File: src/rtl/bus_pkg.sv
// rtl/bus_pkg.sv - shared types, mode constants and helpers for the bus arbiter mux
package bus_pkg;

  typedef enum logic [1:0] {
    IDLE   = 2'd0,
    OWN    = 2'd1,
    LOCKED = 2'd2
  } state_t;

  localparam int MODE_FIXED = 0;
  localparam int MODE_RR    = 1;

  // Widest request vector the conflict helper accepts; callers zero-extend.
  localparam int MAX_SRC = 64;

  // Clearing the lowest set bit leaves something only if two or more were set.
  function automatic logic more_than_one(input logic [MAX_SRC-1:0] v);
    return |(v & (v - MAX_SRC'(1)));
  endfunction

endpackage

File: src/rtl/priority_pick.sv
// rtl/priority_pick.sv - combinational first-set search from a start index, or highest-first when reversed
module priority_pick #(
  parameter int N       = 24,
  parameter int SELW    = 5,
  parameter bit REVERSE = 1'b0
) (
  input  logic [N-1:0]    req,
  input  logic [SELW-1:0] start,
  output logic            found,
  output logic [SELW-1:0] idx
);

  int c;

  always_comb begin
    found = 1'b0;
    idx   = '0;
    c     = 0;
    for (int i = 0; i < N; i++) begin
      if (REVERSE) begin
        c = N - 1 - i;
      end else begin
        c = int'(start) + i;
        if (c >= N) c = c - N;
      end
      if (!found && req[SELW'(c)]) begin
        found = 1'b1;
        idx   = SELW'(c);
      end
    end
  end

endmodule

File: src/rtl/bus_arbiter_mux.sv
// rtl/bus_arbiter_mux.sv - registered multi-source bus arbiter with lock, idle hold and conflict counting
module bus_arbiter_mux
  import bus_pkg::*;
#(
  parameter  int WIDTH = 32,
  parameter  int NSRC  = 24,
  parameter  int MODE  = MODE_FIXED,
  localparam int SELW  = $clog2(NSRC)
) (
  input  logic                  clk,
  input  logic                  clr_n,
  input  logic [NSRC-1:0]       src_req,
  input  logic [NSRC*WIDTH-1:0] src_data,
  input  logic                  lock,
  input  logic                  err_clr,
  output logic [WIDTH-1:0]      bus_out,
  output logic                  bus_valid,
  output logic [SELW-1:0]       grant_idx,
  output logic                  conflict,
  output logic                  conflict_sticky,
  output logic [7:0]            conflict_cnt
);

  state_t           state;
  logic [SELW-1:0]  rr_last;
  logic [SELW-1:0]  rr_start;
  logic [SELW-1:0]  pick_start;
  logic [SELW-1:0]  win_idx;
  logic             found;
  logic             hold;
  logic             conf;

  always_comb begin
    rr_start   = (int'(rr_last) == NSRC - 1) ? '0 : rr_last + 1'b1;
    pick_start = (MODE == MODE_RR) ? rr_start : '0;
    // The owner keeps the bus only while it asserts its strobe under lock.
    hold       = (state != IDLE) && lock && src_req[grant_idx];
    conf       = more_than_one(MAX_SRC'(src_req));
  end

  priority_pick #(
    .N       (NSRC),
    .SELW    (SELW),
    .REVERSE (MODE == MODE_FIXED)
  ) u_pick (
    .req   (src_req),
    .start (pick_start),
    .found (found),
    .idx   (win_idx)
  );

  always_ff @(posedge clk or negedge clr_n) begin
    if (!clr_n) begin
      state           <= IDLE;
      rr_last         <= SELW'(NSRC - 1);
      bus_out         <= '0;
      bus_valid       <= 1'b0;
      grant_idx       <= '0;
      conflict        <= 1'b0;
      conflict_sticky <= 1'b0;
      conflict_cnt    <= 8'd0;
    end else begin
      if (hold) begin
        state     <= LOCKED;
        bus_valid <= 1'b1;
        bus_out   <= src_data[grant_idx*WIDTH +: WIDTH];
      end else if (found) begin
        state     <= (state == IDLE && lock) ? LOCKED : OWN;
        bus_valid <= 1'b1;
        grant_idx <= win_idx;
        rr_last   <= win_idx;
        bus_out   <= src_data[win_idx*WIDTH +: WIDTH];
      end else begin
        state     <= IDLE;
        bus_valid <= 1'b0;
      end

      conflict <= conf;
      // A fresh conflict outranks a simultaneous clear so no event is lost.
      if (conf) begin
        conflict_sticky <= 1'b1;
        if (err_clr)
          conflict_cnt <= 8'd1;
        else if (conflict_cnt != 8'hFF)
          conflict_cnt <= conflict_cnt + 8'd1;
      end else if (err_clr) begin
        conflict_sticky <= 1'b0;
        conflict_cnt    <= 8'd0;
      end
    end
  end

endmodule

File: config.mk
export PLATFORM = sky130hd
export DESIGN_NAME = bus_arbiter_mux
export DESIGN_NICKNAME = d
export VERILOG_FILES = /design/src/rtl/bus_pkg.sv /design/src/rtl/priority_pick.sv /design/src/rtl/bus_arbiter_mux.sv
export SDC_FILE = /design/constraint.sdc
export NUM_CORES = 1
export LEC_CHECK = 0
export ABC_AREA = 1
export ABC_CLOCK_PERIOD_IN_PS = 2900
export BUFFER_PORTS_ARGS = -buffer_cell sky130_fd_sc_hd__buf_2
export CAP_MARGIN = 10
export CORE_AREA = 2 2 332 334
export DETAILED_ROUTE_END_ITERATION = 6
export DIE_AREA = 0 0 334 336
export SYNTH_ARGS = -nofsm -noshare
export SYNTH_HDL_FRONTEND = slang
export SYNTH_SLANG_ARGS = --single-unit
File: constraint.sdc
create_clock -name clk -period 2.9 [get_ports clk]
set_input_delay 0 -clock clk [delete_from_list [all_inputs] [get_ports clk]]
set_output_delay 0 -clock clk [all_outputs]
set_load 0.005 [all_outputs]
==> results of run 1 <==
[cells in the mapped netlist (all sizes together) (2+ instances only)]
cell type	instances	share of area, %
conb	2	0.32
clkbuf	6	1.1
inv	19	3.1
nor3	2	0.43
nand4	8	2.2
a21boi	2	0.65
nand3	20	4.3
o21ai	4	0.86
nand2	155	26
nand3b	2	0.65
xor2	4	1.5
buf	6	1.8
nor2	42	7.9
dfrtp	44	47
[power breakdown]
group	switching, mW	total, mW	internal, mW
Sequential	0.00698	0.626	0.619
Clock	0.363	0.777	0.413
Combinational	0.0863	0.170	0.0833
[flip-flops by register name, summed over array words and instances, names as in the netlist]
register         cells
bus_out             32
bus_valid            1
conflict             1
conflict_cnt         8
conflict_sticky      1
state                1
[critical path, cell delays in order (launching register included)]
cell,delay (ns)
dfrtp_1,0.43
ha_1,0.21
nand3_1,0.09
inv_1,0.07
nand2_1,0.07
nor3_1,0.19
nand2_1,0.23
nand2_4,0.18
nand3_1,0.08
nand2_1,0.08
[cell families after synthesis]
group / after synthesis
compound gates: 8
xor+xnor: 4
fa+ha+maj: 1
buf+inv: 32
flops: 44
other cells: 2
simple gates: 231
[cell type report]
| cell class | count | area [um^2] |
|---|---|---|
| clock buffer | 5 | 125 |
| antenna | 4 | 10.0 |
| clock inverter | 3 | 46.3 |
| multi-input combinational | 250 | 1090 |
| sequential | 44 | 1100 |
| tap | 1414 | 1770 |
| timing repair buffer | 140 | 881 |
| fill | 12800 | 103000 |
| inverter | 20 | 75.1 |
[worst paths after layout]
path	end	slack, ns	depth (start not counted)
setup reg to reg	conflict_cnt[1]$_DFFE_PN0P_	1.19	9
hold / removal	conflict_sticky$_DFFE_PN0P_	0.12	7
setup / recovery	conflict_cnt[1]$_DFFE_PN0P_	1.19	9
max in group asynchronous	bus_out[7]$_DFFE_PN0P_	1.80	3
hold reg to reg	bus_out[26]$_DFFE_PN0P_	0.48	2
min in group asynchronous	bus_valid$_DFF_PN0_	0.37	2
[per-stage QoR]
step                      util (%)  instance area [um^2]
after floorplan                  -                  2330
after detailed placement      4.23                  4580
final                         4.71                  5100
after CTS                     4.70                  5090
after global routing          4.70                  5090
after global placement        4.23                  4580
[timing repair]
action / CTS / global route
setup endpoints to repair: 0 / 0
hold endpoints to repair: 65 / 0
hold buffers: 34 / 0
[metal layers]
layer	track usage (%)	wire length, um	up-vias
met5	0	39	-
met4	0.537	179	6
met3	1.52	1330	23
met2	2.67	4060	102
met1	2.22	4740	1070
li1	-	-	1270
==> out/summary.txt, run 1 <==
Top Ports = 844
Die height = 336 um
CP max FO = 8
Area Growth Syn to Fin = 120%
Post-synth EDFFs = 0
Leak pwr = 2.00 nW
Clock Path Buffers = 2
Post-synth cell types = 27
Via count = 2471
Post-synthesis adder-cell area fraction = 0.540%
Final min period = 1.71 ns
Crit path launch = conflict_cnt[0]$_DFFE_PN0P_
Worst Setup End Kind = flip-flop
Synth warn = 0
Router iterations before antenna repair = 5
Initial antenna violation count = 5
Total grt overflow = 0
Async S/R FF share, synth = 100%
Prevailing post-synth register cell = dfrtp_1
Number of port buffers = 102
Mean Syn Cell Area = 7.20 um^2
Commonest cells after routing, fill and taps aside = 151 x nand2_1, 102 x buf_2, 44 x dfrtp_1, 36 x nor2_1, 34 x dlygate4sd3_1
Initial Util = 2.14%
Layout cells sized above 1 = 27.3%
Synth Area in Simple Gates = 41.9%
Fmax achieved = 583 MHz
Hold Path Class = in2reg
Final setup vio count = 0
Pins Over Slew Limit = 0
Total CTS buffers = 5
Period utilisation layout = 59.1%
Largest family of logic cells by synthesized area = simple AND/OR/NAND/NOR gates
Die W = 334 um
Arrival time at the worst endpoint = 1.98 ns
Root Driver = clkbuf_16
RD Place Congestion = 0.765
RSZ-0062 raised after global routing = no
Maximum VDD drop = 0.213 mV
Max H-tree Level = 2
Complex-gate fraction of the synthesized area = 2.05%
Data required time of the critical path = 3.16 ns
Vias/cell = 1.31
Final Hold Vio Count = 0
Clock sink total = 44
Startpoint types = flip-flop
Worst slack, placed = 0.888 ns
Relative slew margins = 30.4%
Critical R2R Launch = conflict_cnt[0]$_DFFE_PN0P_
Mapped cell area = 2320 um^2
Min Hold Slack = 0.118 ns
Placed wire-length estimate = 7730 um
Detailed Route Iter0 Violations = 131
Final Skew = 0.0183 ns
GRT Util Overall = 1.92%
Drc violations = 0
Total Power = 1.57 mW
Routed len/inst = 5.51 um
Max-cap check violation count = 0
Largest net degree at the start of global routing = 35
Vias in the first global route = 2464
Post-Synth XOR/XNOR Area = 1.51%
CORE AREA = 108000 um^2
Seq/Total Area, Yosys = 47.5%
WL final = 10400 um
CTS tree = built
Num rows = 121
Cells after Synth = 322
Synth Register Bits = 44
Hold Crit Start = src_req[23]
Inst Count DP = 1834
Post-route setup slack = 1.19 ns
Clock Latency Late Sink = 0.34 ns
Setup tns final = 0 ns
Postcts setup bufs = 0
Cts repair resizes = 0
Mux cell area share after synthesis = 0%
Non-Filler Instances = 1880
Routed Antenna Nets = 0
Die footprint = 112000 um^2
Outcome = finished, final reports clean
Nets = 1258
Worst-Margin Slew = 1.04 ns
First-pass GRT wire length = 14700 um
Worst-path clk slew = 0.10 ns
Power Density = 308 nW/um^2
WS Path Type = reg2reg
Commonest non-fill, non-tap cell in the layout = nand2_1
(Power assumes the default switching activity.)
==> inputs of run 2 (changes only) <==
- ABC_AREA: 1 -> 0
- ABC_CLOCK_PERIOD_IN_PS: 2900 -> 1800
- CORE_AREA: 2 2 332 334 -> 2 2 331 333
- DIE_AREA: 0 0 334 336 -> 0 0 333 335
- clock period: 2.9 -> 1.8 ns (I/O delays scaled with it)
==> out/summary.txt, run 2 <==
Outcome = finished, violations left
Failing checks = negative setup slack
Worst-Margin Slew = 0.528 ns (-0.516 ns)
First-pass GRT wire length = 17600 um (+19%)
Vias/cell = 1.27 (-3.5%)
Fmax achieved = 491 MHz
Final Skew = 0.00895 ns (-0.00936 ns)
Synth warn = 0 (unchanged)
Arrival time at the worst endpoint = 2.23 ns (+0.25 ns)
Total CTS buffers = 5 (unchanged)
Non-Filler Instances = 1784 (-5.1%)
Comb power frac = 14.8% (+4.0 points)
Post-synth cell types = 43 (+59%)
Relative slew margins = 64.7% (+34 points)
CTS tree = built
Number of port buffers = 102 (unchanged)
Routed len/inst = 7.22 um (+31%)
Clock Path Buffers = 2 (unchanged)
Final instance area = 5410 um^2 (+6.0%)
Maximum VDD drop = 0.416 mV (+95%)
Top Ports = 844 (unchanged)
Wl on met1 = 5580 um (+18%)
Final design utilization = 5.00% (+0.30 points)
Total grt overflow = 0 (unchanged)
Initial antenna violation count = 10 (+5)
Met2 wire length = 5170 um (+27%)
Count leader, synth = dfrtp_1
Synth top cells by count = 44 x dfrtp_1, 32 x mux2_2, 14 x nor2_1
Detailed Route Iter0 Violations = 58 (-56%)
Commonest cells after routing, fill and taps aside = 97 x buf_2, 44 x dfrtp_1, 38 x buf_4, 33 x dlygate4sd3_1, 32 x mux2_2
Nets = 1163 (-7.6%)
Leak pwr = 1.97 nW (-1.5%)
Met3 WL = 1840 um (+38%)
Switching part of the total = 25.9% (-3.1 points)
RD Place Congestion = 0.680 (-11%)
Net Sw Power = 0.646 mW (+42%)
GRT Util Overall = 2.34% (+0.43 points)
Seq/Total Area, Yosys = 50.9% (+3.4 points)
Commonest non-fill, non-tap cell in the layout = buf_2
Top reg by flops = bus_out
Die height = 335 um (-0.30%)
Synth area leader = dfrtp_1
Clock power share = 44.9% (-4.5 points)
Placed wire-length estimate = 10100 um (+31%)
Max-cap check violation count = 0 (unchanged)
Setup tns final = -1.68 ns (-1.68 ns)
Crit path launch = src_req[3]
Area Growth Syn to Fin = 150%
CORE AREA = 108000 um^2 (-0.28%)
CP max FO = 4 (-4)
Synth Register Bits = 44 (unchanged)
WL final = 12900 um (+24%)
Reg power frac = 40.3% (+0.5 points)
Die W = 333 um (-0.30%)
Internal = 1.84 mW (+65%)
Clock sink total = 44 (unchanged)
Hold Crit Start = err_clr
Largest regs = bus_out x32, conflict_cnt x8
DR top layer = met5
Period utilisation layout = 113%
Worst-path clk slew = 0.07 ns (-0.03 ns)
Placed instance area = 4700 um^2 (+2.5%)
Cells after Synth = 187 (-42%)
Hold Path Class = in2reg
Largest net degree at the start of global routing = 30 (-14%)
Mapped cell area = 2160 um^2 (-6.7%)
Clock Latency Late Sink = 0.31 ns (-0.03 ns)
Root Driver = clkbuf_16
Mean Syn Cell Area = 11.6 um^2 (+61%)
Layout cells sized above 1 = 56.7% (+29 points)
Final setup vio count = 10 (+10)
Drc violations = 0 (unchanged)
Data required time of the critical path = 1.99 ns (-1.17 ns)
Ranking of synthesized cells by area = dfrtp_1 51%, mux2_2 17%, nor2_1 2.4%, buf_4 2.1%, nor3_1 1.6%
Startpoint types = input port
Pins Over Slew Limit = 0 (unchanged)
Largest register FFs = 32 (unchanged)
Die footprint = 112000 um^2 (-0.60%)
Min Hold Slack = 0.0348 ns (-0.0829 ns)
Async S/R FF share, synth = 100% (unchanged)
Worst Setup End Kind = flip-flop
Post-synth EDFFs = 0 (unchanged)
Yosys top cell area share = 50.9% (+3.4 points)
Max H-tree Level = 2 (unchanged)
Routed Antenna Nets = 0 (unchanged)
RSZ-0062 raised after global routing = yes
Inst Count DP = 1731 (-5.6%)
Post-route setup slack = -0.236 ns (-1.42 ns)
Router iterations before antenna repair = 4 (-1)
Final Hold Vio Count = 0 (unchanged)
Num rows = 121 (unchanged)
Final min period = 2.04 ns
Vias in the first global route = 2411 (-2.2%)
Power Density = 460 nW/um^2 (+49%)
R2R Setup Slk = 0.02 ns (-1.17 ns)
WS Path Type = in2reg
Initial Util = 2.00% (-0.14 points)
Critical R2R Launch = conflict_cnt[0]$_DFFE_PN0P_
Via count = 2262 (-8.5%)
Prevailing post-synth register cell = dfrtp_1
[run 2: changes by cell type after synthesis, moves of 5 or more]
cell / change
inv_1: -15
nand2_1: -143
mux2_2: +32
nand4_1: -7
nor2_1: -22
nor3_1: +5
or3_1: +5
nand3_1: -15
[run 2: cell families after synthesis]
kind of cell,share of synthesized area (%)
AOI/OAI and AO/OA,9.55
buffers and inverters,5.15
muxes,17.4
other,0.347
adders and majority gates,1.04
and+or+nand+nor,15.6
DFF,50.9
[run 2: metal layers]
layer | GRT usage, % | vias up
met5 | 0 | -
met4 | 0.876 | 8
met3 | 1.78 | 23
met2 | 3.18 | 119
met1 | 2.74 | 1071
li1 | - | 1041
[run 2: stage by stage]
stage / setup WS [ns] / power [mW]
4_1_cts: -0.252 / 2.55
6_report: -0.236 / 2.49
5_1_grt: -0.288 / 2.63
3_5_place_dp: -0.654 / 1.31
3_3_place_gp: -0.740 / 1.30
2_1_floorplan: -0.274 / 1.09
[run 2: cell type report]
type	instances	area [um^2]
well taps	1414	1770
clock inverters	3	46.3
repair buffers	180	1300
clock buffers	5	125
fillers	12800	103000
multi-input cells	130	1040
flip-flops and latches	44	1100
inverters	5	23.8
diodes	3	7.51
[run 2: timing repair]
item,4_1_cts,5_1_grt
gates resized for setup,19,13
pin swaps,14,8
gates cloned,2,0
hold endpoints to repair,47,0
hold buffers,33,0
setup buffers,5,2
setup endpoints to repair,10,10
[run 2: critical path, cell delays in order]
cell	delay, ns
buf_12	0.10
buf_8	0.13
or4_4	0.44
buf_6	0.14
nor3_4	0.18
nand4_1	0.13
a2111oi_2	0.38
and3_4	0.26
buf_12	0.12
nor3_4	0.04
mux2_4	0.30
[run 2: power groups by stage]
| stage | clock network, mW | logic, mW | registers, mW |
|---|---|---|---|
| floorplan | 0 | 0.0637 | 1.02 |
| global placement | 0 | 0.281 | 1.02 |
| detailed placement | 0 | 0.283 | 1.02 |
| CTS | 1.19 | 0.364 | 1.00 |
| global route | 1.22 | 0.408 | 1.01 |
| finish | 1.12 | 0.369 | 1.00 |
[run 2: final timing paths]
| path | depth (start not counted) | endpoint |
|---|---|---|
| setup / recovery | 11 | conflict_cnt[5]$_DFFE_PN0P_ |
| hold / removal | 2 | conflict_cnt[1]$_DFFE_PN0P_ |
| setup reg to reg | 5 | conflict_cnt[7]$_DFFE_PN0P_ |
| hold reg to reg | 1 | bus_out[5]$_DFFE_PN0P_ |
| max in group asynchronous | 3 | bus_out[3]$_DFFE_PN0P_ |
| min in group asynchronous | 2 | bus_out[22]$_DFFE_PN0P_ |
